**src/rtl/mmio_interconnect.sv**
```systemverilog
// mmio_interconnect: memory-mapped I/O fabric between the CPU data port and
// NUM_SLAVES peripheral windows. Registered one-hot decode, per-slave ready
// handshake with wait states, and a timeout that turns a silent slave into a
// bus-error response. Unmapped addresses also answer with a bus error.
//
// Handshake: the master holds m_read_enable/m_write_enable until m_ready, which
// is a one-cycle pulse qualified by m_bus_error. Toward the slaves, s_select and
// the strobes are held for the whole access; slave i ends it with s_ready[i]=1.
// Master inputs are only sampled in IDLE.
module mmio_interconnect #(
  parameter int                    NUM_SLAVES     = 8,
  parameter int                    ADDR_WIDTH     = 32,
  parameter int                    DATA_WIDTH     = 32,
  parameter logic [ADDR_WIDTH-1:0] BASE_ADDRESS   = ADDR_WIDTH'(32'hFF20_0000),
  parameter int                    WINDOW_BITS    = 8,
  parameter int                    TIMEOUT_CYCLES = 16
) (
  input  logic                             clock,
  input  logic                             reset,
  input  logic                             m_read_enable,
  input  logic                             m_write_enable,
  input  logic [DATA_WIDTH/8-1:0]          m_byte_enable,
  input  logic [ADDR_WIDTH-1:0]            m_address,
  input  logic [DATA_WIDTH-1:0]            m_write_data,
  output logic [DATA_WIDTH-1:0]            m_read_data,
  output logic                             m_ready,
  output logic                             m_bus_error,
  output logic [NUM_SLAVES-1:0]            s_select,
  output logic                             s_read_enable,
  output logic                             s_write_enable,
  output logic [DATA_WIDTH/8-1:0]          s_byte_enable,
  output logic [WINDOW_BITS-1:0]           s_address,
  output logic [DATA_WIDTH-1:0]            s_write_data,
  input  logic [NUM_SLAVES*DATA_WIDTH-1:0] s_read_data,
  input  logic [NUM_SLAVES-1:0]            s_ready,
  output logic [15:0]                      error_count,
  output logic [1:0]                       dbg_state_o
);

  localparam int BE_W  = DATA_WIDTH / 8;
  localparam int IDX_W = (NUM_SLAVES > 1) ? $clog2(NUM_SLAVES) : 1;
  localparam int CNT_W = $clog2(TIMEOUT_CYCLES + 1);

  typedef enum logic [1:0] {
    IDLE    = 2'd0,
    ACCESS  = 2'd1,
    RESPOND = 2'd2
  } state_t;

  state_t                  state_q, state_d;
  logic [DATA_WIDTH-1:0]   rdata_q, rdata_d;
  logic                    ready_q, ready_d;
  logic                    berr_q, berr_d;
  logic [NUM_SLAVES-1:0]   sel_q, sel_d;
  logic [IDX_W-1:0]        idx_q, idx_d;
  logic                    rd_q, rd_d;
  logic                    wr_q, wr_d;
  logic [BE_W-1:0]         be_q, be_d;
  logic [WINDOW_BITS-1:0]  addr_q, addr_d;
  logic [DATA_WIDTH-1:0]   wdata_q, wdata_d;
  logic [CNT_W-1:0]        cnt_q, cnt_d;
  logic [15:0]             ecnt_q, ecnt_d;

  // Address decode of the live master request (only consumed in IDLE).
  logic [ADDR_WIDTH-1:0] off;
  logic [ADDR_WIDTH-1:0] idx_full;
  logic                  hit;
  always_comb begin
    off      = m_address - BASE_ADDRESS;
    idx_full = off >> WINDOW_BITS;
    hit      = (m_address >= BASE_ADDRESS) && (idx_full < ADDR_WIDTH'(NUM_SLAVES));
  end

  // Next-state and next-output logic; every branch into RESPOND loads the
  // response registers so m_ready/m_bus_error/m_read_data are registered.
  always_comb begin
    state_d = state_q;
    rdata_d = rdata_q;
    ready_d = 1'b0;
    berr_d  = 1'b0;
    sel_d   = sel_q;
    idx_d   = idx_q;
    rd_d    = rd_q;
    wr_d    = wr_q;
    be_d    = be_q;
    addr_d  = addr_q;
    wdata_d = wdata_q;
    cnt_d   = cnt_q;
    ecnt_d  = ecnt_q;
    case (state_q)
      IDLE: begin
        if (m_read_enable || m_write_enable) begin
          if (hit) begin
            state_d = ACCESS;
            idx_d   = idx_full[IDX_W-1:0];
            sel_d   = NUM_SLAVES'(1) << idx_full[IDX_W-1:0];
            // A simultaneous read is dropped: write wins.
            wr_d    = m_write_enable;
            rd_d    = m_read_enable && !m_write_enable;
            be_d    = m_byte_enable;
            addr_d  = off[WINDOW_BITS-1:0];
            wdata_d = m_write_data;
            cnt_d   = '0;
          end else begin
            state_d = RESPOND;
            ready_d = 1'b1;
            berr_d  = 1'b1;
            rdata_d = '1;
            if (ecnt_q != 16'hFFFF) ecnt_d = ecnt_q + 16'd1;
          end
        end
      end
      ACCESS: begin
        if (s_ready[idx_q]) begin
          state_d = RESPOND;
          ready_d = 1'b1;
          rdata_d = wr_q ? '0 : s_read_data[idx_q*DATA_WIDTH +: DATA_WIDTH];
          sel_d   = '0;
          rd_d    = 1'b0;
          wr_d    = 1'b0;
        end else if (cnt_q == CNT_W'(TIMEOUT_CYCLES)) begin
          // The first ACCESS cycle plus TIMEOUT_CYCLES wait cycles have elapsed.
          state_d = RESPOND;
          ready_d = 1'b1;
          berr_d  = 1'b1;
          rdata_d = '1;
          sel_d   = '0;
          rd_d    = 1'b0;
          wr_d    = 1'b0;
          if (ecnt_q != 16'hFFFF) ecnt_d = ecnt_q + 16'd1;
        end else begin
          cnt_d = cnt_q + CNT_W'(1);
        end
      end
      RESPOND: begin
        state_d = IDLE;
      end
      default: begin
        state_d = IDLE;
      end
    endcase
  end

  // State and datapath registers; reset aborts any access in flight.
  always_ff @(posedge clock or posedge reset) begin
    if (reset) begin
      state_q <= IDLE;
      rdata_q <= '0;
      ready_q <= 1'b0;
      berr_q  <= 1'b0;
      sel_q   <= '0;
      idx_q   <= '0;
      rd_q    <= 1'b0;
      wr_q    <= 1'b0;
      be_q    <= '0;
      addr_q  <= '0;
      wdata_q <= '0;
      cnt_q   <= '0;
      ecnt_q  <= '0;
    end else begin
      state_q <= state_d;
      rdata_q <= rdata_d;
      ready_q <= ready_d;
      berr_q  <= berr_d;
      sel_q   <= sel_d;
      idx_q   <= idx_d;
      rd_q    <= rd_d;
      wr_q    <= wr_d;
      be_q    <= be_d;
      addr_q  <= addr_d;
      wdata_q <= wdata_d;
      cnt_q   <= cnt_d;
      ecnt_q  <= ecnt_d;
    end
  end

  assign m_read_data    = rdata_q;
  assign m_ready        = ready_q;
  assign m_bus_error    = berr_q;
  assign s_select       = sel_q;
  assign s_read_enable  = rd_q;
  assign s_write_enable = wr_q;
  assign s_byte_enable  = be_q;
  assign s_address      = addr_q;
  assign s_write_data   = wdata_q;
  assign error_count    = ecnt_q;
  assign dbg_state_o    = state_q;

endmodule

```
**config.mk**
```make
export PLATFORM = sky130hd
export DESIGN_NAME = mmio_interconnect
export DESIGN_NICKNAME = d
export VERILOG_FILES = /design/src/rtl/mmio_interconnect.sv
export SDC_FILE = /design/constraint.sdc
export NUM_CORES = 1
export LEC_CHECK = 0
export BUFFER_PORTS_ARGS = -buffer_cell sky130_fd_sc_hd__buf_2
export CAP_MARGIN = 0
export CORE_AREA = 2 2 171 173
export CTS_BUF_LIST = sky130_fd_sc_hd__clkbuf_2
export CTS_CLUSTER_DIAMETER = 80
export DETAILED_ROUTE_END_ITERATION = 7
export DIE_AREA = 0 0 173 175
export PLACE_DENSITY = 0.52
export SLEW_MARGIN = 20
export SYNTH_ARGS = -nofsm -noshare
export SYNTH_HDL_FRONTEND = slang
export SYNTH_SLANG_ARGS = --single-unit
```
**constraint.sdc**
```tcl
create_clock -name clock -period 10.64 [get_ports clock]
set_clock_uncertainty 0.1 [all_clocks]
set_input_delay 2.128 -clock clock [delete_from_list [all_inputs] [get_ports clock]]
set_output_delay 2.128 -clock clock [all_outputs]
set_load 0.03 [all_outputs]
```
==> run summary <==
- sky130_fd_sc_hd__clkbuf_2 — cell chosen for the clock root
- sky130_fd_sc_hd__dfrtp_1 — post-synth top area cell
- 867 — number of nets produced by synthesis
- 0 — CTS hold repair buffers
- 0.00286 mm2 — Seq. cell area
- 2,975 — filler instances
- 0 ns — sum of negative setup slack
- 2.52% — area share of xor/xnor cells in the synthesized design
- 26.8% — worst rel slew slack
- 38.0% — post-route fraction of the period consumed by the critical path
- 527 — synthesized netlist cell count
- 0 — PostCTS Resize Cnt
- 1,318 — dpl cells
- 0.19 ns — clock transition at the registers of the reported paths
- 441 — number of I/O port buffers
- 0 — final hold violation count
- 2 — buffer depth of the longest clock path
- 1.09 ns — Slew @ Worst Pin
- 0.0303 mm2 — full die area
- 16.6% — Total Routing Usage GR
- 114 x sky130_fd_sc_hd__dfrtp_1, 64 x sky130_fd_sc_hd__mux4_2, 47 x sky130_fd_sc_hd__mux2_2 — top cells by count, synth
- 6,330 — total via count in the routed design
- 0.0284 mm2 — Floorplan Core Area
- 38,700 um — global-route wire length before repair
- 51 — Yosys cell types
- 8.93% — Simple-Gate Fraction of Synth Area
- 41.0% — share of synthesized area occupied by flip-flops and latches
- flop — capturing element type of the critical path
- 2 — worst hold path cell count
- 6,771 — number of global-route vias before repair
- 40.3% — area growth from synthesis to layout
- 25,100 um — final wirelength
- 62 — number of placement rows
- sky130_fd_sc_hd__dfrtp_1 41%, sky130_fd_sc_hd__mux4_2 21%, sky130_fd_sc_hd__mux2_2 7.6% — cells taking the most area after synthesis
- 114 — clock tree sinks
- 34.0% — mux cell area share after synthesis
- 0.00695 mm2 — synthesized cell area
- 0 — number of flops mapped to enable cells by yosys
- 0 — fin. max-slew vios
- met2 — global routing's busiest layer
- primary input — crit start category
- idx_q[2] — startpoint of the worst register-to-register path
- 4 — number of iterations in the first detailed-routing pass
- 62.1 uV — maximum resistive drop on vdd
- 0 — post-detailed-route DRC marker count
- 0 — grt total ovfl
- complete, no violations — run status
- 13.2 um2 — average cell area after synthesis
- 4.05 ns — min Tclk post-route
- 34.4% — final core occ
- 0.720% — area share of fa/ha/maj cells after synthesis
- done — TritonCTS clock tree
- 98.4 mW/mm2 — power per cell area
- 0.960 mW — sum of internal, switching and leakage power
- 24.5% — initial core utilization
- 100% — share of synthesized flip-flops with an asynchronous set or reset
- 114 — flop and latch count out of synthesis
- 9.23% — area fraction in compound gates after synthesis
- 0.817 — weighted congestion at the end of routability-driven global placement
- 442 — I/O Pins
- 5.22% — global routing met3 resource utilization
- 4 — CTS H-tree lvls
- sky130_fd_sc_hd__dfrtp_1 — library cell with the highest instance count after synthesis
- m_read_data[17] — worst reg2reg endpoint
- 0.00975 mm2 — final standard cell area without fillers
- 247 MHz — maximum clock rate
- 8 — reg2reg path depth
- 74 — pin count of the biggest net entering global routing
- multiplexers — largest family of logic cells by synthesized area
- 0 — Max-Cap Viols
- 241 — Initial DRC Count
- 0 — buffers inserted by post-CTS timing repair
- false — setup repair after global routing missed its margin
- 4.45 ns — arrival time reported for the critical path endpoint
- 0 — number of endpoints failing setup at the final stage
- 63.6% — ratio of cells with drive above 1 in the final layout
- 17 — clock buffers created by TritonCTS
- s_select[0] — endpoint of the worst hold path
- 29.3% — M2 GR Usage
- 0.64 ns — insertion delay of the later-clocked pin in the worst-skew pair
- s_select[0] — startpoint of the worst hold path
- 15 — critical-path maximum fanout
- 18.5 um — average wire length per cell after detail routing
- flop to flop — path class of the lowest-slack min-delay path
- 0.00386 mm2 — area occupied by multi-input gates
- 4.68 — average via count per standard cell
- 1,353 — post-route insts no fill
- 1,294 — number of nets at the end of the flow
- 0 — number of nets still failing antenna checks after routing
- primary input to flop — kind of critical path
- sky130_fd_sc_hd__dfrtp_1 — dominant register cell in the synthesized netlist
- 19.2% — global routing met1 resource utilization
- 19,900 um — half-perimeter wire length of the detailed placement result
- 8 — antenna violations before repair
- 7.82 ns — setup slack, reg-to-reg
- 41.0% — share of the synthesized area in the top cell type
- 0.00951 mm2 — area after detailed placement
- 173 um — width of the die
- 11.04 ns — required time of the critical path
- 4.58 nW — static leakage
- 0 — synth warn
- 175 um — height of the die
[per-layer routing]
metal	share of wire [%]	routed length, um
met2	51	12900
met4	1.7	419
met3	7.3	1830
met1	39	9890
met5	0.15	38
[final cells by class]
cell class / count / share of cell area (%)
Inverter: 12 / 0.487
Clock inverter: 12 / 1.22
Tap cell: 384 / 4.93
Sequential cell: 114 / 29.3
Timing Repair Buffer: 449 / 23.4
Antenna cell: 4 / 0.103
Clock buffer: 18 / 0.924
Multi-Input combinational cell: 360 / 39.6
[worst max-delay path by stage]
stage,start,endpoint,slack [ns]
global route,m_address[22],error_count[14],6.50
global placement,m_address[21],error_count[13],5.97
floorplan,reset,cnt_q[0],5.40
finish,m_address[21],error_count[14],6.59
CTS,m_address[21],error_count[14],6.69
detailed placement,m_address[21],error_count[11],5.90
[worst max-delay path, stage by stage]
cell	delay, ns
sky130_fd_sc_hd__buf_2	0.11
sky130_fd_sc_hd__inv_1	0.05
sky130_fd_sc_hd__ha_1	0.17
sky130_fd_sc_hd__nand2b_1	0.08
sky130_fd_sc_hd__a211oi_1	0.29
sky130_fd_sc_hd__a21oi_2	0.13
sky130_fd_sc_hd__o41ai_4	0.96
sky130_fd_sc_hd__a2111oi_0	0.30
sky130_fd_sc_hd__xor2_1	0.22
[registers in the layout, indices dropped and copies added (netlist names), 3 cells and up]
signal / count
s_byte_enable: 4
s_select: 8
idx_q: 3
s_write_data: 32
s_address: 8
cnt_q: 5
error_count: 16
m_read_data: 32
[kinds of logic (layout without fill, tap and decap cells)]
kind of cell | after synthesis | count (layout)
xor gates and xnor gates | 20 | 20
and+or+nand+nor | 122 | 122
DFF | 114 | 114
AOI/OAI and AO/OA | 65 | 65
adders and majority gates | 4 | 4
muxes | 149 | 149
buffers and inverters | 53 | 491
other | 0 | 4
[power breakdown]
group / leakage [nW] / switching (mW) / internal, mW
combinational: 3.05 / 0.110 / 0.0989
sequential: 1.40 / 0.0195 / 0.449
clock: 0.128 / 0.180 / 0.103
[per-stage QoR]
step	hold slack (ns)	worst slack, ns
after detailed placement	0.376	5.90
after CTS	0.415	6.69
after floorplan	0.398	5.40
after global placement	0.369	5.97
after global routing	0.441	6.50
final	0.412	6.59
[cell usage in the layout, fill, tap and decap left out, types with 3 or more instances in the layout]
master,n
sky130_fd_sc_hd__mux4_2,64
sky130_fd_sc_hd__mux2i_1,36
sky130_fd_sc_hd__nand4b_1,4
sky130_fd_sc_hd__nand2_1,21
sky130_fd_sc_hd__dfrtp_1,111
sky130_fd_sc_hd__nand2b_1,4
sky130_fd_sc_hd__nor2_1,44
sky130_fd_sc_hd__and4_1,3
sky130_fd_sc_hd__buf_4,7
sky130_fd_sc_hd__clkbuf_2,18
sky130_fd_sc_hd__clkinv_2,3
sky130_fd_sc_hd__nand3_1,19
sky130_fd_sc_hd__xnor2_1,4
sky130_fd_sc_hd__o22a_1,32
sky130_fd_sc_hd__clkinv_1,3
sky130_fd_sc_hd__ha_1,4
sky130_fd_sc_hd__xor2_1,16
sky130_fd_sc_hd__mux2_2,47
sky130_fd_sc_hd__inv_1,11
sky130_fd_sc_hd__and3_1,4
sky130_fd_sc_hd__a2111oi_0,5
sky130_fd_sc_hd__o21ai_0,4
sky130_fd_sc_hd__nand4_1,5
sky130_fd_sc_hd__diode_2,4
sky130_fd_sc_hd__buf_2,441
sky130_fd_sc_hd__a2111oi_2,3
sky130_fd_sc_hd__a211oi_1,6
No activity file was read; power rests on OpenSTA's default activity.
